## src/rtl/instr_mem_loader_pkg.sv

```systemverilog
// Package: instr_mem_loader_pkg
// Shared definitions for the boot-time instruction memory loader:
// loader FSM state encoding, byte/instruction widths, the default frame
// start marker and the checksum accumulation helper.
package instr_mem_loader_pkg;

   localparam int         BYTE_WIDTH    = 8;
   localparam int         INSTR_WIDTH   = 32;
   localparam logic [7:0] SYNC_BYTE_DEF = 8'hA5;

   typedef enum logic [2:0] {
      ST_IDLE  = 3'd0,
      ST_LEN   = 3'd1,
      ST_DATA  = 3'd2,
      ST_CHECK = 3'd3,
      ST_DONE  = 3'd4,
      ST_ERROR = 3'd5
   } loader_state_t;

   // Frame checksum is a plain running XOR of every data byte.
   function automatic logic [BYTE_WIDTH-1:0] csum_update(
      input logic [BYTE_WIDTH-1:0] acc,
      input logic [BYTE_WIDTH-1:0] data
   );
      return acc ^ data;
   endfunction

endpackage

```

## src/rtl/instr_mem_loader_if.sv

```systemverilog
// Interface: instr_mem_loader_if
// Bundles the byte-stream receive handshake and the instruction memory
// write port of the loader.
//   rx_data/rx_valid/rx_ready : byte stream, transfer = rx_valid & rx_ready
//   mem_we/mem_addr/mem_wdata : one-cycle word write strobe, byte address, word
// Modports: master = loader side, slave = receiver/memory (bench) side.
interface instr_mem_loader_if
   import instr_mem_loader_pkg::*;
#(
   parameter int ADDR_W = 32
);
   logic [BYTE_WIDTH-1:0]  rx_data;
   logic                   rx_valid;
   logic                   rx_ready;
   logic                   mem_we;
   logic [ADDR_W-1:0]      mem_addr;
   logic [INSTR_WIDTH-1:0] mem_wdata;

   modport master (
      input  rx_data, rx_valid,
      output rx_ready, mem_we, mem_addr, mem_wdata
   );

   modport slave (
      output rx_data, rx_valid,
      input  rx_ready, mem_we, mem_addr, mem_wdata
   );
endinterface

```

## src/rtl/instr_mem_loader_byte_word_packer.sv

```systemverilog
// Module: byte_word_packer
// Shifts bytes into a 32-bit big-endian word (first byte ends up in [31:24]).
// A 2-bit byte counter tracks the position; o_word_valid is asserted
// combinationally while the 4th byte is being accepted, with o_word holding
// the completed word in that same cycle.
//   i_clk, i_rst_n : clock, synchronous active-low reset
//   i_clear        : drop any partially assembled word
//   i_byte_en      : accept i_byte this cycle
//   o_word_valid   : 4th byte accepted this cycle
//   o_word         : assembled word (valid with o_word_valid)
module byte_word_packer
   import instr_mem_loader_pkg::*;
(
   input  logic                   i_clk,
   input  logic                   i_rst_n,
   input  logic                   i_clear,
   input  logic                   i_byte_en,
   input  logic [BYTE_WIDTH-1:0]  i_byte,
   output logic                   o_word_valid,
   output logic [INSTR_WIDTH-1:0] o_word
);
   logic [23:0] shift_r;
   logic [1:0]  cnt_r;

   // Byte assembly register and position counter.
   always_ff @(posedge i_clk) begin
      if (!i_rst_n) begin
         shift_r <= 24'd0;
         cnt_r   <= 2'd0;
      end else if (i_clear) begin
         shift_r <= 24'd0;
         cnt_r   <= 2'd0;
      end else if (i_byte_en) begin
         shift_r <= {shift_r[15:0], i_byte};
         cnt_r   <= cnt_r + 2'd1;
      end else begin
         shift_r <= shift_r;
         cnt_r   <= cnt_r;
      end
   end

   assign o_word_valid = i_byte_en & (cnt_r == 2'd3);
   assign o_word       = {shift_r, i_byte};
endmodule

```

## src/rtl/instr_mem_loader.sv

```systemverilog
// Module: instr_mem_loader
// Boot-time writer for the instruction memory. Receives the frame
//   SYNC_BYTE, N[31:0] big-endian, N*4 data bytes, XOR checksum byte
// packs data bytes big-endian into words and writes them at byte addresses
// 0, 4, 8, ... The CPU is held in reset until the image is loaded and the
// checksum verified.
//   i_clk, i_rst_n : clock, synchronous active-low reset
//   i_restart      : pulse, leaves DONE/ERROR back to IDLE
//   bus            : master side of instr_mem_loader_if (rx handshake + write port)
//   o_cpu_hold     : 1 while not DONE
//   o_done         : image loaded and checksum good (level)
//   o_error        : checksum mismatch or oversize word count (level)
module instr_mem_loader
   import instr_mem_loader_pkg::*;
#(
   parameter int         INSTR_ADDR_WIDTH = 32,
   parameter logic [7:0] SYNC_BYTE        = SYNC_BYTE_DEF
)(
   input  logic                i_clk,
   input  logic                i_rst_n,
   input  logic                i_restart,
   instr_mem_loader_if.master  bus,
   output logic                o_cpu_hold,
   output logic                o_done,
   output logic                o_error
);
   // Largest word count that fits the memory; 33 bits so the full 32-bit N compares cleanly.
   localparam logic [32:0] MAX_WORDS = 33'd1 << (INSTR_ADDR_WIDTH - 2);

   loader_state_t              state_r, state_nxt_s;
   logic [31:0]                len_r;
   logic [31:0]                word_cnt_r;
   logic [BYTE_WIDTH-1:0]      csum_r;
   logic                       we_r, ready_r, done_r, error_r, hold_r;
   logic [INSTR_ADDR_WIDTH-1:0] addr_r;
   logic [INSTR_WIDTH-1:0]     wdata_r;

   logic                       xfer_s, pack_en_s, pack_clear_s, word_valid_s;
   logic [INSTR_WIDTH-1:0]     word_s;
   logic                       in_data_s;

   assign xfer_s       = bus.rx_valid & ready_r;
   // The packer also assembles the 4-byte length field.
   assign pack_en_s    = xfer_s & ((state_r == ST_LEN) | (state_r == ST_DATA));
   assign pack_clear_s = ~((state_r == ST_LEN) | (state_r == ST_DATA));
   assign in_data_s    = (state_r == ST_DATA);

   byte_word_packer u_packer (
      .i_clk        (i_clk),
      .i_rst_n      (i_rst_n),
      .i_clear      (pack_clear_s),
      .i_byte_en    (pack_en_s),
      .i_byte       (bus.rx_data),
      .o_word_valid (word_valid_s),
      .o_word       (word_s)
   );

   // Next-state logic of the frame parser.
   always_comb begin
      state_nxt_s = state_r;
      case (state_r)
         ST_IDLE: begin
            if (xfer_s && (bus.rx_data == SYNC_BYTE)) begin
               state_nxt_s = ST_LEN;
            end else begin
               state_nxt_s = ST_IDLE;
            end
         end
         ST_LEN: begin
            if (!word_valid_s) begin
               state_nxt_s = ST_LEN;
            end else if (word_s == 32'd0) begin
               state_nxt_s = ST_CHECK;
            end else if ({1'b0, word_s} > MAX_WORDS) begin
               state_nxt_s = ST_ERROR;
            end else begin
               state_nxt_s = ST_DATA;
            end
         end
         ST_DATA: begin
            if (word_valid_s && ((word_cnt_r + 32'd1) == len_r)) begin
               state_nxt_s = ST_CHECK;
            end else begin
               state_nxt_s = ST_DATA;
            end
         end
         ST_CHECK: begin
            if (!xfer_s) begin
               state_nxt_s = ST_CHECK;
            end else if (bus.rx_data == csum_r) begin
               state_nxt_s = ST_DONE;
            end else begin
               state_nxt_s = ST_ERROR;
            end
         end
         ST_DONE, ST_ERROR: begin
            if (i_restart) begin
               state_nxt_s = ST_IDLE;
            end else begin
               state_nxt_s = state_r;
            end
         end
         default: state_nxt_s = ST_IDLE;
      endcase
   end

   // State register and status flags, the flags registered from the next state.
   always_ff @(posedge i_clk) begin
      if (!i_rst_n) begin
         state_r <= ST_IDLE;
         ready_r <= 1'b1;
         done_r  <= 1'b0;
         error_r <= 1'b0;
         hold_r  <= 1'b1;
      end else begin
         state_r <= state_nxt_s;
         ready_r <= (state_nxt_s != ST_DONE) && (state_nxt_s != ST_ERROR);
         done_r  <= (state_nxt_s == ST_DONE);
         error_r <= (state_nxt_s == ST_ERROR);
         hold_r  <= (state_nxt_s != ST_DONE);
      end
   end

   // Length, word counter and checksum; cleared whenever the parser is idle.
   always_ff @(posedge i_clk) begin
      if (!i_rst_n) begin
         len_r      <= 32'd0;
         word_cnt_r <= 32'd0;
         csum_r     <= 8'd0;
      end else if (state_r == ST_IDLE) begin
         len_r      <= 32'd0;
         word_cnt_r <= 32'd0;
         csum_r     <= 8'd0;
      end else begin
         if ((state_r == ST_LEN) && word_valid_s) begin
            len_r <= word_s;
         end
         if (in_data_s && word_valid_s) begin
            word_cnt_r <= word_cnt_r + 32'd1;
         end
         if (in_data_s && xfer_s) begin
            csum_r <= csum_update(csum_r, bus.rx_data);
         end
      end
   end

   // Memory write port; address/data hold their last values between strobes.
   always_ff @(posedge i_clk) begin
      if (!i_rst_n) begin
         we_r    <= 1'b0;
         addr_r  <= '0;
         wdata_r <= 32'd0;
      end else begin
         we_r <= in_data_s & word_valid_s;
         if (in_data_s && word_valid_s) begin
            addr_r  <= {word_cnt_r[INSTR_ADDR_WIDTH-3:0], 2'b00};
            wdata_r <= word_s;
         end
      end
   end

   assign bus.rx_ready  = ready_r;
   assign bus.mem_we    = we_r;
   assign bus.mem_addr  = addr_r;
   assign bus.mem_wdata = wdata_r;
   assign o_cpu_hold    = hold_r;
   assign o_done        = done_r;
   assign o_error       = error_r;
endmodule

```

## src/flat_wrapper.sv

```systemverilog
// flat-port wrapper written by rule: the top's interface ports become plain ports
module instr_mem_loader_flat import instr_mem_loader_pkg::*;
#(
   parameter int         INSTR_ADDR_WIDTH = 32,
   parameter logic [7:0] SYNC_BYTE        = SYNC_BYTE_DEF
)
  (i_clk, i_rst_n, i_restart, o_cpu_hold, o_done, o_error, bus_rx_data, bus_rx_valid, bus_rx_ready, bus_mem_we, bus_mem_addr, bus_mem_wdata);
  instr_mem_loader_if #(.ADDR_W(32)) bus_i ();
  input  logic i_clk;
  input  logic i_rst_n;
  input  logic i_restart;
  output logic o_cpu_hold;
  output logic o_done;
  output logic o_error;
  input wire logic [$bits(bus_i.rx_data)-1:0] bus_rx_data;
  input wire logic [$bits(bus_i.rx_valid)-1:0] bus_rx_valid;
  output wire logic [$bits(bus_i.rx_ready)-1:0] bus_rx_ready;
  output wire logic [$bits(bus_i.mem_we)-1:0] bus_mem_we;
  output wire logic [$bits(bus_i.mem_addr)-1:0] bus_mem_addr;
  output wire logic [$bits(bus_i.mem_wdata)-1:0] bus_mem_wdata;
  assign bus_i.rx_data = bus_rx_data;
  assign bus_i.rx_valid = bus_rx_valid;
  assign bus_rx_ready = bus_i.rx_ready;
  assign bus_mem_we = bus_i.mem_we;
  assign bus_mem_addr = bus_i.mem_addr;
  assign bus_mem_wdata = bus_i.mem_wdata;
  instr_mem_loader #(.INSTR_ADDR_WIDTH(INSTR_ADDR_WIDTH), .SYNC_BYTE(SYNC_BYTE)) u_core (.i_clk(i_clk), .i_rst_n(i_rst_n), .i_restart(i_restart), .bus(bus_i), .o_cpu_hold(o_cpu_hold), .o_done(o_done), .o_error(o_error));
endmodule
```

## config.mk

```make
export PLATFORM = sky130hd
export DESIGN_NAME = instr_mem_loader_flat
export DESIGN_NICKNAME = d
export VERILOG_FILES = /design/src/rtl/instr_mem_loader_pkg.sv /design/src/rtl/instr_mem_loader_if.sv /design/src/rtl/instr_mem_loader_byte_word_packer.sv /design/src/rtl/instr_mem_loader.sv /design/src/flat_wrapper.sv
export SDC_FILE = /design/constraint.sdc
export NUM_CORES = 1
export LEC_CHECK = 0
export CELL_PAD_IN_SITES_DETAIL_PLACEMENT = 1
export CELL_PAD_IN_SITES_GLOBAL_PLACEMENT = 1
export CORE_ASPECT_RATIO = 0.75
export CORE_MARGIN = 2
export CORE_UTILIZATION = 34
export CTS_CLUSTER_SIZE = 30
export DETAILED_ROUTE_END_ITERATION = 7
export PLACE_DENSITY_LB_ADDON = 0.1
export SLEW_MARGIN = 20
export SYNTH_ARGS = -nofsm -noshare
export SYNTH_HDL_FRONTEND = slang
export SYNTH_SLANG_ARGS = --single-unit
```

## constraint.sdc

```tcl
create_clock -name i_clk -period 3.8 [get_ports i_clk]
set_input_delay 0.76 -clock i_clk [delete_from_list [all_inputs] [get_ports i_clk]]
set_output_delay 0.76 -clock i_clk [all_outputs]
set_load 0.02 [all_outputs]
```

-- Yosys cells after proc, flatten, opt, wreduce, memory -nomap -nowiden
Index checks and enable logic that the tools add are counted.
- register bits: 168
- output and inout bits: 69
- $add $sub $neg: 2
- equality and inequality tests: 13
- bitwise gates (word level): 7
- order comparisons: 1
- multiplexer cells: 9
- reduce and logical (&&, ||, !) cells: 11
- operators by type and width (operator ; count):
    32-bit by 1-bit adder with 32-bit output (second input constant) ; 1
    32-bit == test ; 1
    32-bit by 31-bit > comparator with 1-bit output (second input constant) ; 1
    32-bit logical NOT ; 1
    3-bit 2-to-1 mux ; 5
    3-bit one-hot mux with 5 select lines ; 1
    3-bit == test (second input constant) ; 4
    8-bit == test ; 1
    8-bit == test (second input constant) ; 1
    8-bit bitwise XOR ; 1
    3-bit by 2-bit == test with 1-bit output (second input constant) ; 2
    1-bit logical AND ; 6
    3-bit != test (second input constant) ; 2
    1-bit AND ; 4
    2-bit OR reduction ; 2
    3-bit by 1-bit == test with 1-bit output (second input constant) ; 1
    3-bit logical NOT ; 1
    1-bit 2-to-1 mux ; 3
    2-bit by 1-bit adder with 2-bit output (second input constant) ; 1
    2-bit == test (second input constant) ; 1
    2-bit AND reduction ; 1
    1-bit NOT ; 1
    1-bit OR ; 1

-- Depth between registers and ports, before layout
Gate-level depths: netlist (run 1).
- word-level depth: 9
- mapped depth: 10
- depth with buffers taken out: 9

-- By module
Synthesis (run 1) repeated with hierarchy kept, for this count alone.
- cells, all modules: 942
- area, all modules: 7813.7 µm²
- modules (own cells, without submodules) (module ; instances ; cells each ; seq. area each (µm²) ; area each (µm²)):
    instr_mem_loader ; 1 ; 847 ; 2842.7 ; 6766.5
    byte_word_packer ; 1 ; 95 ; 520.5 ; 1047.3

-- Worst setup path after synthesis (run 1)
No wires, ideal clock.
- path kind: register -> register
- start point: register u_core.word_cnt_r[1]
- end point: register u_core.state_r[0]
- cell stages (with the launch flop): 11
- data arrival time: 2.848 ns
- slack: 0.883 ns
- clock period less this slack: 2.917 ns
- data required time: 3.730 ns
- cells stage by stage: dfxtp_1 -> ha_1 -> clkbuf_1 -> nand4_1 -> or4_4 -> nor2_1 -> xnor2_1 -> o2111ai_1 -> or4_1 -> or4_1 -> a21oi_1
- longest elaborated chain between the ends: 5
- ends and longest elaborated chain (item ; RTL line ; RTL):
    start, declared ; instr_mem_loader.sv:32 ; logic [31:0] word_cnt_r;
    start signal, assigned ; instr_mem_loader.sv:139 ; word_cnt_r <= word_cnt_r + 32'd1;
    32-bit by 1-bit adder with 32-bit output ; instr_mem_loader.sv:81 ; if (word_valid_s && ((word_cnt_r + 32'd1) == len_r)) begin
    32-bit == test ; instr_mem_loader.sv:81 ;
    1-bit logical AND ; instr_mem_loader.sv:81 ;
    1-bit 2-to-1 mux ; instr_mem_loader.sv:81 ;
    3-bit one-hot mux with 5 select lines ; instr_mem_loader.sv:61 ; case (state_r)
    end signal, assigned ; instr_mem_loader.sv:116 ; state_r <= state_nxt_s;
    end, declared ; instr_mem_loader.sv:30 ; loader_state_t state_r, state_nxt_s;
Every way passes these cells.
A chain may end at the register's enable or synchronous reset.

-- Final worst setup path (run 1)
- start point: register u_core.word_cnt_r[13]
- end point: register u_core.state_r[0]
The elaborated chain is that of the path after synthesis.

==> results.md, run 1 <==
- Outcome: completed
- Post-synth EDFFs: 0
- Vias in the first global route: about 6500
- Seq pwr share: 0.492
- Final Max Tran Viols: 0
- Worst skew pair latency: roughly 440 ps
- Worst vdd rail ir drop: 0.2658 mV
- Detailed-route via count: between 6000 and 7000
- Crit Path Max Fanout: 10
- Wire per inst: approximately 19 µm
- Hold WS: between 400 and 500 ps
- Worst endpoint data arrival time: between 3000 and 4000 ps
- Leading register cell type out of synthesis: dfxtp_1
- Max-Cap Viols: 0
- Leak Pwr: between 3 and 4 nW
- DRT antenna net count: 0
- Crit share post-route: 0.8792
- Crit Path Category: reg -> reg
- Most numerous cell in the Yosys netlist: nand2_1
- Non-Filler Instances: about 1300
- First-iteration detailed-routing DRC count: between 500 and 600
- Worst hold-check path type: reg -> reg
- Ratio of cells with drive above 1 in the final layout: 0.1041
- Cell chain of the critical path: nand4_1 -> nor4_1 -> nand3_1 -> or3_1 -> a211oi_1 -> o31ai_1 -> or4_1 -> a21oi_1
- Row Count: 47
- CTS Hold Bufs: 0
- Period minus WS final: 3341 ps
- Yosys Warn Count: 0
- Dpl cell area: just under 0.009 mm²
- CP max stage delay: ~750 ps
- Port bufs: 78
- Initial antenna violation count: 0
- CTS tree: yes
- Die Y: roughly 130 µm
- Pwr dens: 385.8 mW/mm²
- WP buf/inv: 0
- Final Hold Viols: 0
- Post-CTS Resized: 0
- NetSw: roughly 0.86 mW
- First-pass GRT wire length: around 38 mm
- CTS max path bufs: 2
- Placed Cells: roughly 1200
- Nature of the critical path endpoint: flop
- Post-CTS setup buffer count: 0
- Root buf cell: clkbuf_16
- Grt ovf: 0
- Slack of the critical path: around 460 ps
- Setup TNS: 0 ps
- Pre-CTS setup slack: 481.6 ps
- Seq cells post-synth: ~170
- Synth cell types: 64
- RSZ-0062 raised after global routing: no
- WP data required: 4160 ps
- GRT Overall Usage: 0.2046
- Slew headroom: 0.4642
- Top cells by count, synth: 234 x nand2_1, 168 x dfxtp_1, 65 x nor2_1, 62 x a21boi_0, 49 x clkbuf_1
- Area Overhead vs Synth: 19.86%
- Mapped Area: just under 0.008 mm²
- Internal power: 2.714 mW
- Core area: 0.02217 mm²
- Clk network pwr share: 0.491
- Top cell type's share of synthesized area: 0.4351
- Ant. Diodes: 0
- Hpwl dp: about 17 mm
- Starting density of the core: 0.3487
- Clock slew at the register clock pins of the worst setup and hold paths: ~70 ps
- CTS Buf Count: 17
- I/O pin cnt: 81
- Peak Freq: ~300 MHz
- Gate count after technology mapping: ~930
- Vias per Instance: between 5 and 6
- Fin area: 0.009265 mm²
- Switching power share of the total: 0.2407
- Syn avg cell area: between 8 and 9 µm²
- Crit path launch type: flop
- Number of nets in the layout: 981
- Final Setup Violations: 0
- Largest net degree at the start of global routing: 68
- Drt total wl: 23.57 mm
- Die width: around 180 µm
- Pre-Repair DR Iteration Count: 7
- Routability congestion estimate: ~0.88
- Num Clock Sinks: roughly 170
- Clock Skew: ~10 ps
- Worst slew pin tran: 796.4 ps
- Die Area: 0.02397 mm²
- Async S/R FF share, synth: 0
- Combinational fraction of design power: 0.017
- Delay-heaviest family, CP: simple AND/OR/NAND/NOR gates
- DRC errors left: 0
- Sequential area share after synthesis: 0.4351
- Critical path's slowest cell: nor4_1
- Top cells by area in the synthesized netlist: dfxtp_1 44%, nand2_1 11%, a21boi_0 6.0%
- H-tree levels: 4
- Area leader, netlist: dfxtp_1
-- flip-flops by register name (all words and copies together) (netlist names) --
name,count
u_core.len_r,32
u_core.o_done,1
u_core.csum_r,8
u_core.u_packer.cnt_r,2
u_core.o_cpu_hold,1
u_core.state_r,3
u_core.bus.mem_we,1
u_core.bus.rx_ready,1
u_core.bus.mem_addr,30
u_core.word_cnt_r,32
u_core.u_packer.shift_r,24
u_core.o_error,1
u_core.bus.mem_wdata,32
-- routing by layer --
layer | global-route usage | wire (µm) | vias to the layer above
met4 | 0.04736 | 195 | 0
met2 | 0.2780 | 9594 | 113
met3 | 0.04279 | 1272 | 13
met5 | 0 | 0 | -
li1 | - | - | 3228
met1 | 0.3237 | 12510 | 3259
-- metrics by stage --
stage	power, mW	util
final	3.574	0.4179
after global routing	3.704	0.4179
after CTS	3.627	0.4174
after detailed placement	1.861	0.3910
after global placement	1.861	0.3910
after floorplan	1.834	-
-- logic make-up after synthesis --
| logic type | Yosys count | share of synthesized area |
|---|---|---|
| adders and majority gates | 2 | 0.003237 |
| AOI/OAI and AO/OA | 168 | 0.1583 |
| buffers and inverters | 82 | 0.05438 |
| muxes | 3 | 0.004208 |
| other | 1 | 0.0004851 |
| and+or+nand+nor | 418 | 0.2478 |
| DFF | 168 | 0.4351 |
| xor gates and xnor gates | 83 | 0.09647 |
-- power groups by stage --
stage / Clock, mW / Sequential, mW / Combinational (mW)
5_1_grt: 1.88 / 1.76 / 0.0664
3_3_place_gp: 0 / 1.80 / 0.0612
4_1_cts: 1.81 / 1.76 / 0.0613
2_1_floorplan: 0 / 1.80 / 0.0337
3_5_place_dp: 0 / 1.80 / 0.0609
6_report: 1.75 / 1.76 / 0.0611
-- worst paths after layout --
kind / start / endpoint / slack [ps] / depth (start not counted)
min: u_core.bus.mem_addr[21]$_SDFFE_PN0P_ / u_core.bus.mem_addr[21]$_SDFFE_PN0P_ / 460 / 2
min reg2reg: u_core.bus.mem_addr[21]$_SDFFE_PN0P_ / u_core.bus.mem_addr[21]$_SDFFE_PN0P_ / 460 / 2
max: u_core.word_cnt_r[13]$_SDFFE_PP0P_ / u_core.state_r[0]$_SDFF_PN0_ / 460 / 8
max reg2reg: u_core.word_cnt_r[13]$_SDFFE_PP0P_ / u_core.state_r[0]$_SDFF_PN0_ / 460 / 8
-- layout make-up --
class | instances | area, µm²
Inverter | 4 | 15.01
Timing Repair Buffer | 100 | 957.2
Clock inverter | 15 | 158.9
Fill cell | 2574 | 12900
Clock buffer | 17 | 425.4
Tap cell | 294 | 367.9
Sequential cell | 168 | 3363
Multi-Input combinational cell | 676 | 3978
-- layout by cell type (no fill, tap or decap), types with 12 or more instances in the layout --
| cell | Yosys | layout |
|---|---|---|
| a21boi_0 | 62 | 62 |
| a21oi_1 | 43 | 43 |
| buf_4 | 8 | 20 |
| clkbuf_16 | 0 | 17 |
| clkdlybuf4s50_1 | 0 | 77 |
| dfxtp_1 | 168 | 168 |
| nand2_1 | 234 | 233 |
| nand3_1 | 18 | 18 |
| nand4_1 | 21 | 21 |
| nor2_1 | 65 | 65 |
| nor3_1 | 17 | 15 |
| nor4_1 | 12 | 12 |
| o21ai_0 | 13 | 13 |
| o221a_2 | 25 | 25 |
| xnor2_1 | 46 | 46 |
| xor2_1 | 36 | 36 |
-- worst min-delay path: cells and delay by family (launching register included) --
kind,cells,cell delay [ps]
AND/OR/NAND/NOR,1,50
flip-flops,1,310
AO/OA/AOI/OAI,1,60
Power figures use the tool's default switching activity.
==> run 2: changes to the inputs <==
--- a/config.mk
+++ b/config.mk
@@ -5,6 +5,7 @@
 export SDC_FILE = /design/constraint.sdc
 export NUM_CORES = 1
 export LEC_CHECK = 0
+export CAP_MARGIN = 20
 export CELL_PAD_IN_SITES_DETAIL_PLACEMENT = 1
 export CELL_PAD_IN_SITES_GLOBAL_PLACEMENT = 1
 export CORE_ASPECT_RATIO = 0.75
==> results of run 2 <==
The final DEF is identical to that of run 1; final timing and power are the same.
